==> config.mk <==
export PLATFORM = sky130hd
export DESIGN_NAME = mem_stage
export DESIGN_NICKNAME = d
export VERILOG_FILES = /design/src/rtl/mem_stage_pkg.sv /design/src/rtl/mem_stage_lsu_align.sv /design/src/rtl/mem_stage.sv
export SDC_FILE = /design/constraint.sdc
export NUM_CORES = 1
export LEC_CHECK = 0
export CELL_PAD_IN_SITES_DETAIL_PLACEMENT = 1
export CELL_PAD_IN_SITES_GLOBAL_PLACEMENT = 1
export CORE_AREA = 5 5 261 263
export DETAILED_ROUTE_END_ITERATION = 16
export DIE_AREA = 0 0 266 268
export PLACE_DENSITY = 0.7
export RECOVER_POWER = 50
export SETUP_SLACK_MARGIN = 0.05
export SLEW_MARGIN = 20
export SYNTH_ARGS = -nofsm -noshare
export SYNTH_HDL_FRONTEND = slang
export SYNTH_SLANG_ARGS = --single-unit
==> constraint.sdc <==
create_clock -name clk -period 3.9 [get_ports clk]
set_input_delay 0.975 -clock clk [delete_from_list [all_inputs] [get_ports clk]]
set_output_delay 0.975 -clock clk [all_outputs]
set_load 0.01 [all_outputs]
==> src/rtl/mem_stage_pkg.sv <==
// Shared pipeline definitions for the memory stage:
// load/store funct3 codes and the stage FSM encoding.
package mem_stage_pkg;

    localparam logic [2:0] F3_LB  = 3'd0;
    localparam logic [2:0] F3_LH  = 3'd1;
    localparam logic [2:0] F3_LW  = 3'd2;
    localparam logic [2:0] F3_LD  = 3'd3;
    localparam logic [2:0] F3_LBU = 3'd4;
    localparam logic [2:0] F3_LHU = 3'd5;
    localparam logic [2:0] F3_LWU = 3'd6;

    typedef enum logic [2:0] {
        IDLE  = 3'd0,
        REQ   = 3'd1,
        WAIT  = 3'd2,
        HOLD  = 3'd3,
        DRAIN = 3'd4
    } mem_state_t;

endpackage

==> src/rtl/mem_stage_lsu_align.sv <==
// Byte-lane alignment: write strobes, store data replication,
// load data extraction/extension and misalignment detection.
module lsu_align
    import mem_stage_pkg::*;
#(
    parameter int XLEN = 64,
    parameter int SW   = XLEN / 8
) (
    input  logic [2:0]      funct3,
    input  logic [XLEN-1:0] addr,
    input  logic [XLEN-1:0] wdata,
    input  logic [XLEN-1:0] rdata,
    output logic [SW-1:0]   wstrb,
    output logic [XLEN-1:0] wdata_rep,
    output logic [XLEN-1:0] rdata_ext,
    output logic            misalign
);

    localparam int OW = $clog2(SW);

    logic [OW-1:0]   off;
    logic [XLEN-1:0] sh;
    logic [7:0]      mask;

    assign off   = addr[OW-1:0];
    assign sh    = rdata >> {off, 3'b000};
    assign wstrb = SW'(mask) << off;

    // Decode access size from funct3[1:0]; funct3[2] selects zero-extension.
    always_comb begin
        mask      = 8'h00;
        misalign  = 1'b0;
        wdata_rep = wdata;
        rdata_ext = sh;
        case (funct3[1:0])
            2'd0: begin
                mask      = 8'h01;
                wdata_rep = {SW{wdata[7:0]}};
                rdata_ext = funct3[2] ? XLEN'(sh[7:0])
                                      : XLEN'($signed(sh[7:0]));
            end
            2'd1: begin
                mask      = 8'h03;
                misalign  = addr[0];
                wdata_rep = {(SW/2){wdata[15:0]}};
                rdata_ext = funct3[2] ? XLEN'(sh[15:0])
                                      : XLEN'($signed(sh[15:0]));
            end
            2'd2: begin
                mask      = 8'h0F;
                misalign  = (|addr[1:0]) | (funct3[2] & (XLEN == 32));
                wdata_rep = {(SW/4){wdata[31:0]}};
                rdata_ext = funct3[2] ? XLEN'(sh[31:0])
                                      : XLEN'($signed(sh[31:0]));
            end
            default: begin
                // dword; funct3 7 has no meaning and is rejected as misaligned
                mask      = 8'hFF;
                misalign  = (|addr[2:0]) | funct3[2] | (XLEN == 32);
                wdata_rep = wdata;
                rdata_ext = sh;
            end
        endcase
    end

endmodule

==> src/rtl/mem_stage.sv <==
// Memory pipeline stage: issues aligned loads/stores on a req/gnt/rvalid
// bus and hands results downstream over a valid/ready handshake.
module mem_stage
    import mem_stage_pkg::*;
#(
    parameter int XLEN = 64,
    parameter int SW   = XLEN / 8
) (
    input  logic            clk,
    input  logic            rstn,
    input  logic            flush,
    input  logic            in_valid,
    input  logic            in_load,
    input  logic            in_store,
    input  logic [2:0]      in_funct3,
    input  logic [XLEN-1:0] in_addr,
    input  logic [XLEN-1:0] in_wdata,
    input  logic [XLEN-1:0] in_result,
    input  logic [4:0]      in_rd,
    input  logic            in_wb_en,
    input  logic            in_ebreak,
    input  logic [XLEN-1:0] in_pc,
    input  logic [31:0]     in_instr,
    output logic            in_ready,
    output logic            out_valid,
    output logic [4:0]      out_rd,
    output logic            out_wb_en,
    output logic [XLEN-1:0] out_wb_data,
    output logic            out_ebreak,
    output logic            out_misalign,
    output logic [XLEN-1:0] out_pc,
    output logic [31:0]     out_instr,
    input  logic            out_ready,
    output logic            mem_req,
    output logic            mem_we,
    output logic [XLEN-1:0] mem_addr,
    output logic [XLEN-1:0] mem_wdata,
    output logic [SW-1:0]   mem_wstrb,
    input  logic            mem_gnt,
    input  logic            mem_rvalid,
    input  logic [XLEN-1:0] mem_rdata
);

    mem_state_t state;

    logic [2:0]      f3_q;
    logic            load_q;
    logic            sel_in;
    logic [2:0]      a_f3;
    logic [XLEN-1:0] a_addr;
    logic [SW-1:0]   a_wstrb;
    logic [XLEN-1:0] a_wdata;
    logic [XLEN-1:0] a_rext;
    logic            a_mis;
    logic            ld_st;
    logic            go_mem;
    logic            accept;

    assign in_ready = (state == IDLE) | ((state == HOLD) & out_ready);
    assign accept   = in_valid & in_ready & ~flush;
    assign ld_st    = in_load | in_store;
    assign go_mem   = ld_st & ~a_mis;

    // New instruction drives the aligner while accepting; otherwise the
    // captured request so returning load data is extracted correctly.
    assign sel_in = (state == IDLE) | (state == HOLD);
    assign a_f3   = sel_in ? in_funct3 : f3_q;
    assign a_addr = sel_in ? in_addr : mem_addr;

    lsu_align #(.XLEN(XLEN), .SW(SW)) u_align (
        .funct3    (a_f3),
        .addr      (a_addr),
        .wdata     (in_wdata),
        .rdata     (mem_rdata),
        .wstrb     (a_wstrb),
        .wdata_rep (a_wdata),
        .rdata_ext (a_rext),
        .misalign  (a_mis)
    );

    // Stage FSM with all registered outputs and captured fields.
    always_ff @(posedge clk) begin
        if (!rstn) begin
            state        <= IDLE;
            out_valid    <= 1'b0;
            mem_req      <= 1'b0;
            mem_we       <= 1'b0;
            mem_addr     <= '0;
            mem_wdata    <= '0;
            mem_wstrb    <= '0;
            f3_q         <= 3'd0;
            load_q       <= 1'b0;
            out_rd       <= 5'd0;
            out_wb_en    <= 1'b0;
            out_wb_data  <= '0;
            out_ebreak   <= 1'b0;
            out_misalign <= 1'b0;
            out_pc       <= '0;
            out_instr    <= 32'd0;
        end else begin
            unique case (state)
                IDLE, HOLD: begin
                    if (flush) begin
                        state     <= IDLE;
                        out_valid <= 1'b0;
                    end else if (accept) begin
                        mem_addr     <= in_addr;
                        mem_wdata    <= a_wdata;
                        mem_wstrb    <= go_mem ? a_wstrb : '0;
                        mem_we       <= in_store & go_mem;
                        f3_q         <= in_funct3;
                        load_q       <= in_load;
                        out_rd       <= in_rd;
                        out_wb_en    <= in_wb_en & ~in_store
                                        & ~(ld_st & a_mis);
                        out_wb_data  <= in_result;
                        out_ebreak   <= in_ebreak;
                        out_misalign <= ld_st & a_mis;
                        out_pc       <= in_pc;
                        out_instr    <= in_instr;
                        if (go_mem) begin
                            state     <= REQ;
                            mem_req   <= 1'b1;
                            out_valid <= 1'b0;
                        end else begin
                            state     <= HOLD;
                            out_valid <= 1'b1;
                        end
                    end else if ((state == HOLD) && out_ready) begin
                        state     <= IDLE;
                        out_valid <= 1'b0;
                    end
                end
                REQ: begin
                    if (mem_gnt) begin
                        mem_req <= 1'b0;
                        if (!load_q || mem_rvalid) begin
                            if (load_q) out_wb_data <= a_rext;
                            state     <= flush ? IDLE : HOLD;
                            out_valid <= ~flush;
                        end else begin
                            state <= flush ? DRAIN : WAIT;
                        end
                    end else if (flush) begin
                        state <= DRAIN;
                    end
                end
                WAIT: begin
                    if (mem_rvalid) begin
                        out_wb_data <= a_rext;
                        state       <= flush ? IDLE : HOLD;
                        out_valid   <= ~flush;
                    end else if (flush) begin
                        state <= DRAIN;
                    end
                end
                DRAIN: begin
                    if (mem_req) begin
                        if (mem_gnt) begin
                            mem_req <= 1'b0;
                            if (!load_q || mem_rvalid) state <= IDLE;
                        end
                    end else if (mem_rvalid) begin
                        state <= IDLE;
                    end
                end
                default: state <= IDLE;
            endcase
        end
    end

endmodule
==> flow_summary.yaml, run 1 <==
outcome:
  outcome: "finished with violations"
  violations: "capacitance limit, slew limit"
pwr:
  ir_drop_uv: 251.2
  powerDensity_mw_per_mm2: 426.0
  power.static_leakage_nw: 9.553
cts:
  numCtsBuffers: 41
  ctsHoldBuffers: 0
  clkTransAtPathRegs_ps: 60
  cts_setup_buffers: 0
  htree_levels: 2
  cts_root_buf: "clkbuf_16"
  cts_resized: 0
  cts_tree: "built"
  cts_sinks: 314
  clk_latency_ps: 580
  cts_buffer_depth: 3
synthesis:
  synth_cell_types: 63
  synth_xor_xnor_area_share_pct: 0.1671
  synth_top_cell_area_share_pct: 41.97
  yosys.area_share.adder_pct: 0
  ys_seq_area_share_pct: 41.97
  synth_top_flop_cell: "dfxtp_1"
  synth_top_area_cell: "dfxtp_1"
  syn-cell-area_mm2: 0.01498
  synth_top_family_by_area: "compound AO/OA/AOI/OAI gates"
  synthTopCellsByArea: "dfxtp_1, nand2_1, a21oi_1, nor2_1, clkbuf_1"
  synth_area_per_cell_um2: 7.534
  synth-simple-area-share_pct: 22.86
  yosys_warnings: 0
  synth_nets: 2359
  synth-edff-count: 0
  synth_mux_area_share_pct: 4.829
  synth_most_common_cell: "nand2_1"
  syn_inst: 1988
  async_flop_share_pct: 0
  ys_ff_latch: 314
  ys_top_cells_by_count: "nand2_1, dfxtp_1, a21oi_1"
  synth_compound_gate_area_share_pct: 25.23
global_routing:
  grt_pass1_vias: 18840
  grt_max_degree: 145
  grt_usage_pct: 23.37
  grt_pass1_wl_mm: 126.9
  overflow: 0
  antenna_found_initial: 17
floorplan:
  rows: 94
  fp.dieArea_mm2: 0.07129
  coreArea_mm2: 0.06539
  start_util_pct: 22.90
  ios: 679
  fp.dieW_um: 266
  fp.dieH_um: 268
place:
  place_area_mm2: 0.02285
  routabilityCongestion: 0.9489
  port-buffer-count: 678
  hpwl_mm: 67.18
setup_path:
  path_cells: "clkdlybuf4s50_1 > nand3_1 > nor2b_1 > nor2_1 > clkdlybuf4s50_1"
  critPathKind: "in2out"
  crit_slowest_cell: "clkdlybuf4s50_1"
  cp-end-kind: "output port"
  cp-start-kind: "input pin"
  crit_top_cell: "clkdlybuf4s50_1"
  cp.required_ps: 2920
  max_stage_delay_ps: 660
  path_buf_inv: 2
  crit_arrival_ps: 2570
  crit_family: "buffers and inverters"
  crit_fanout: 3
routing:
  post_drt_via_cell_ratio: 5.128
  drtPass1Iterations: 6
  drc: 0
  ant_nets: 0
  routedWlPerCell_um: 25.36
  wirelength_mm: 89.04
  drtIter0Drc: 1383
  vias: 18000
layout:
  fin_util_pct: 37.10
  final_nets: 2976
  areaGrowthSynthToFinish_pct: 62.00
  post-route-cell-area_mm2: 0.02426
  drive_gt1_share_pct: 6.414
sta:
  fin_tns_setup_ps: 0
  slew-limit-headroom_pct: -11.76
  worst_clock_skew_ps: 20.54
  setup_viol: 0
  maxSlewViolCount: 145
  clock.fmax_mhz: 281.9
  final-hold-violation-count: 0
  period_needed_ps: 3547
  min_period_over_period_pct: 90.96
  rsz0062_at_grt: "false"
  tightest_slew_ps: 1676
min_path:
  hold_class: "reg2reg"
flow_run:
  max_cap_violations: 1
metal layers:
metal,share of wire [%],vias up,GRT usage [%]
li1,-,8265,-
met1,41,8824,28.73
met2,48,728,39.09
met3,7.9,171,6.784
met4,3.8,16,8.599
met5,0.14,-,0
cell usage in the layout (no fill, tap or decap), types with 11 or more instances in the layout:
cell type and count:
a211oi_1 38, a21o_1 11, a21oi_1 263, a221oi_1 16, a22oi_1 17, a311oi_1 16
a31oi_1 30, a32oi_1 17, and2_1 26, and3_1 19, buf_4 57, clkbuf_1 11
clkbuf_16 41, clkdlybuf4s50_1 381, dfxtp_1 314, diode_2 12, dlygate4sd3_1 296, mux2i_1 45
nand2_1 532, nand2b_1 13, nand3_1 52, nor2_1 135, nor3_1 18, nor4_1 11
o211ai_1 21, o21ai_0 66, o221ai_1 16, o22ai_1 15, o31ai_1 22
worst min-delay path, cell delays in order (launching register included):
cell and delay (ps):
dfxtp_1 300, nand2_1 50, a21oi_1 50
path summary, 6_finish.rpt:
path	from	endpoint	slack (ps)	depth (start not counted)
setup / recovery	out_ready	in_ready	350	5
setup reg to reg	state[0]	out_wb_data[57]	560	8
hold / removal	mem_addr[61]	mem_addr[61]	450	2
hold reg to reg	mem_addr[61]	mem_addr[61]	450	2
power breakdown:
| group | switching [W] | internal [W] | leakage (nW) |
|---|---|---|---|
| combinational | 0.00157 | 0.00119 | 6.31 |
| sequential | 0.000154 | 0.00345 | 2.57 |
| clock | 0.00163 | 0.00234 | 0.676 |
| total | 0.00336 | 0.00698 | 9.55 |
stage by stage:
| stage | total power [W] | setup slack, ps | instances | hold slack, ps |
|---|---|---|---|---|
| floorplan | 0.004890 | 1220 | 1988 | 432.0 |
| global placement | 0.006451 | 373.9 | 3426 | 441.1 |
| detailed placement | 0.006503 | 325.0 | 3426 | 448.1 |
| CTS | 0.01054 | 332.4 | 3499 | 455.9 |
| global route | 0.01078 | 291.2 | 3507 | 468.2 |
| finish | 0.01034 | 352.7 | 3511 | 450.8 |
cells by family (layout without fill, tap and decap cells):
family,Yosys count,count (layout)
compound gates,602,602
xor+xnor,2,2
buf+inv,182,829
flops,314,314
mux,62,62
other cells,0,12
simple gates,826,826
final cells by class:
| cell class | instances | area (um2) |
|---|---|---|
| fillers | 7828 | 41130 |
| multi-input cells | 1492 | 8018 |
| repair buffers | 746 | 7408 |
| flip-flops and latches | 314 | 6286 |
| clock buffers | 61 | 1191 |
| well taps | 864 | 1081 |
| clock inverters | 12 | 202.7 |
| inverters | 10 | 45.04 |
| diodes | 12 | 30.03 |
sequential cells by signal, indices dropped and copies added, names as in the netlist:
| signal | count |
|---|---|
| out_valid | 1 |
| mem_we | 1 |
| mem_wdata | 64 |
| out_misalign | 1 |
| mem_wstrb | 8 |
| out_wb_data | 64 |
| out_wb_en | 1 |
| out_pc | 64 |
| f3_q | 3 |
| state | 3 |
| mem_req | 1 |
| out_rd | 5 |
| out_ebreak | 1 |
| out_instr | 32 |
| load_q | 1 |
| mem_addr | 64 |
Power figures use the tool's default switching activity.
==> run 2, diff against run 1 <==
==> constraint.sdc (replaced) <==
create_clock -name clk -period 3.9 [get_ports clk]
set_input_delay 0.78 -clock clk [delete_from_list [all_inputs] [get_ports clk]]
set_output_delay 0.78 -clock clk [all_outputs]
set_load 0.01 [all_outputs]
==> flow_summary.yaml, run 2 (same netlist as run 1, synthesis figures left out) <==
cts:
  numCtsBuffers: 41
  cts_tree: "built"
  htree_levels: 2
  cts_buffer_depth: 3
  cts_root_buf: "clkbuf_16"
  ctsHoldBuffers: 0
  clkTransAtPathRegs_ps: 60
  clk_latency_ps: 570
  cts_setup_buffers: 0
  cts_sinks: 314
  cts_resized: 0
routing:
  drtIter0Drc: 1353
  drc: 0
  drtPass1Iterations: 6
  post_drt_via_cell_ratio: 5.193
  ant_nets: 0
  routedWlPerCell_um: 25.39
  wirelength_mm: 88.98
  vias: 18200
layout:
  stdcell_count: 3505
  final_cell_mix: "nand2_1, clkdlybuf4s50_1, dfxtp_1"
  layout_commonest_cell: "nand2_1"
  final_nets: 2975
  post-route-cell-area_mm2: 0.02416
  areaGrowthSynthToFinish_pct: 61.34
  drive_gt1_share_pct: 6.373
  fin_util_pct: 36.95
min_path:
  hold_class: "reg2reg"
  hold_depth: 2
sta:
  setup_viol: 0
  final-hold-violation-count: 0
  fin_tns_setup_ps: 0
  min_period_over_period_pct: 85.28
  rsz0062_at_grt: "false"
  slew-limit-headroom_pct: -7.555
  whs_ps: 450.7
  period_needed_ps: 3326
  tightest_slew_ps: 1613
  clock.fmax_mhz: 300.7
  worst_clock_skew_ps: 24.25
  maxSlewViolCount: 69
setup_path:
  cp-start-kind: "flip-flop"
  crit_arrival_ps: 3790
  crit_fanout: 35
  rr_worst_depth: 10
  cp-end-kind: "flip-flop"
  critPathKind: "reg2reg"
  cp.required_ps: 4370
floorplan:
  rows: 94
  coreArea_mm2: 0.06539
  fp.dieH_um: 268
  fp.dieArea_mm2: 0.07129
  fp.dieW_um: 266
  ios: 679
  start_util_pct: 22.90
pwr:
  seqPwrFrac_pct: 35.3
  ir_drop_uv: 346.1
  pwr-share-comb_pct: 26.8
  switching_share_pct: 32.44
  netSwitchingPower_w: 0.003318
  power.static_leakage_nw: 9.552
  powerDensity_mw_per_mm2: 423.2
  p_clk_share_pct: 37.9
  p_int_w: 0.006909
global_routing:
  overflow: 0
  antenna_found_initial: 13
  grt_usage_pct: 23.32
  grt_pass1_vias: 18720
  grt_max_degree: 140
  grt_use_met3_pct: 7.425
  grt_pass1_wl_mm: 127.4
  globalRouteMet1Util_pct: 28.43
  busiest_layer: "met2"
  met2_usage_pct: 39.58
place:
  routabilityCongestion: 0.9829
  port-buffer-count: 678
  hpwl_mm: 68.24
  place_area_mm2: 0.02281
  dp_cells: 3425
outcome:
  outcome: "finished with violations"
  violations: "capacitance limit, slew limit"
flow_run:
  max_cap_violations: 1
[run 2: cell count changes in the layout (fill, tap and decap cells not counted), moves of 2 or more]
cell,previous run,this run
clkdlybuf4s50_1,381,373
dlygate4sd3_1,296,304
diode_2,12,5
clkbuf_8,9,14
inv_6,1,4
buf_12,9,7
bufinv_16,3,1
clkbuf_1,11,13
clkbuf_2,0,2
[run 2: critical path, cell delays in order (launching register included)]
cell and delay [ps]:
dfxtp_1 600, xor2_2 170, buf_4 190, o21ai_1 420, nand2_1 340, buf_12 260
a21o_1 170, a22oi_1 330, a211oi_4 110, buf_4 280, o311ai_1 330
[run 2: path summary, 6_finish.rpt]
check	to	slack, ps	from
setup reg to reg	out_wb_data[21]	570	state[0]
hold / removal	out_pc[55]	450	out_pc[55]
hold reg to reg	out_pc[55]	450	out_pc[55]
setup / recovery	out_wb_data[21]	570	state[0]
[run 2: layer usage]
metal,vias up,wire length [um]
li1,8273,-
met1,8868,34990
met2,876,42700
met3,169,8247
met4,14,2953
met5,-,90
[run 2: area by class of cell]
class                           instances  area (um2)
Antenna cell                            5       12.51
Clock buffer                           66        1260
Clock inverter                          9       100.1
Fill cell                            7847       41230
Inverter                               10       45.04
Multi-Input combinational cell       1492        8018
Sequential cell                       314        6286
Tap cell                              864        1081
Timing Repair Buffer                  745        7362
[run 2: power by group through the flow]
| stage | clock network, W | logic (W) | registers (W) |
|---|---|---|---|
| 2_1_floorplan | 0 | 0.00114 | 0.00375 |
| 3_3_place_gp | 0 | 0.00275 | 0.00368 |
| 3_5_place_dp | 0 | 0.00280 | 0.00369 |
| 4_1_cts | 0.00398 | 0.00282 | 0.00362 |
| 5_1_grt | 0.00411 | 0.00291 | 0.00364 |
| 6_report | 0.00388 | 0.00274 | 0.00361 |
[run 2: per-stage QoR]
step / total power, W / worst slack (ps)
finish: 0.01023 / 574.1
global route: 0.01066 / 402.1
CTS: 0.01042 / 628.6
detailed placement: 0.006492 / 274.8
global placement: 0.006434 / 315.9
floorplan: 0.004890 / 1415
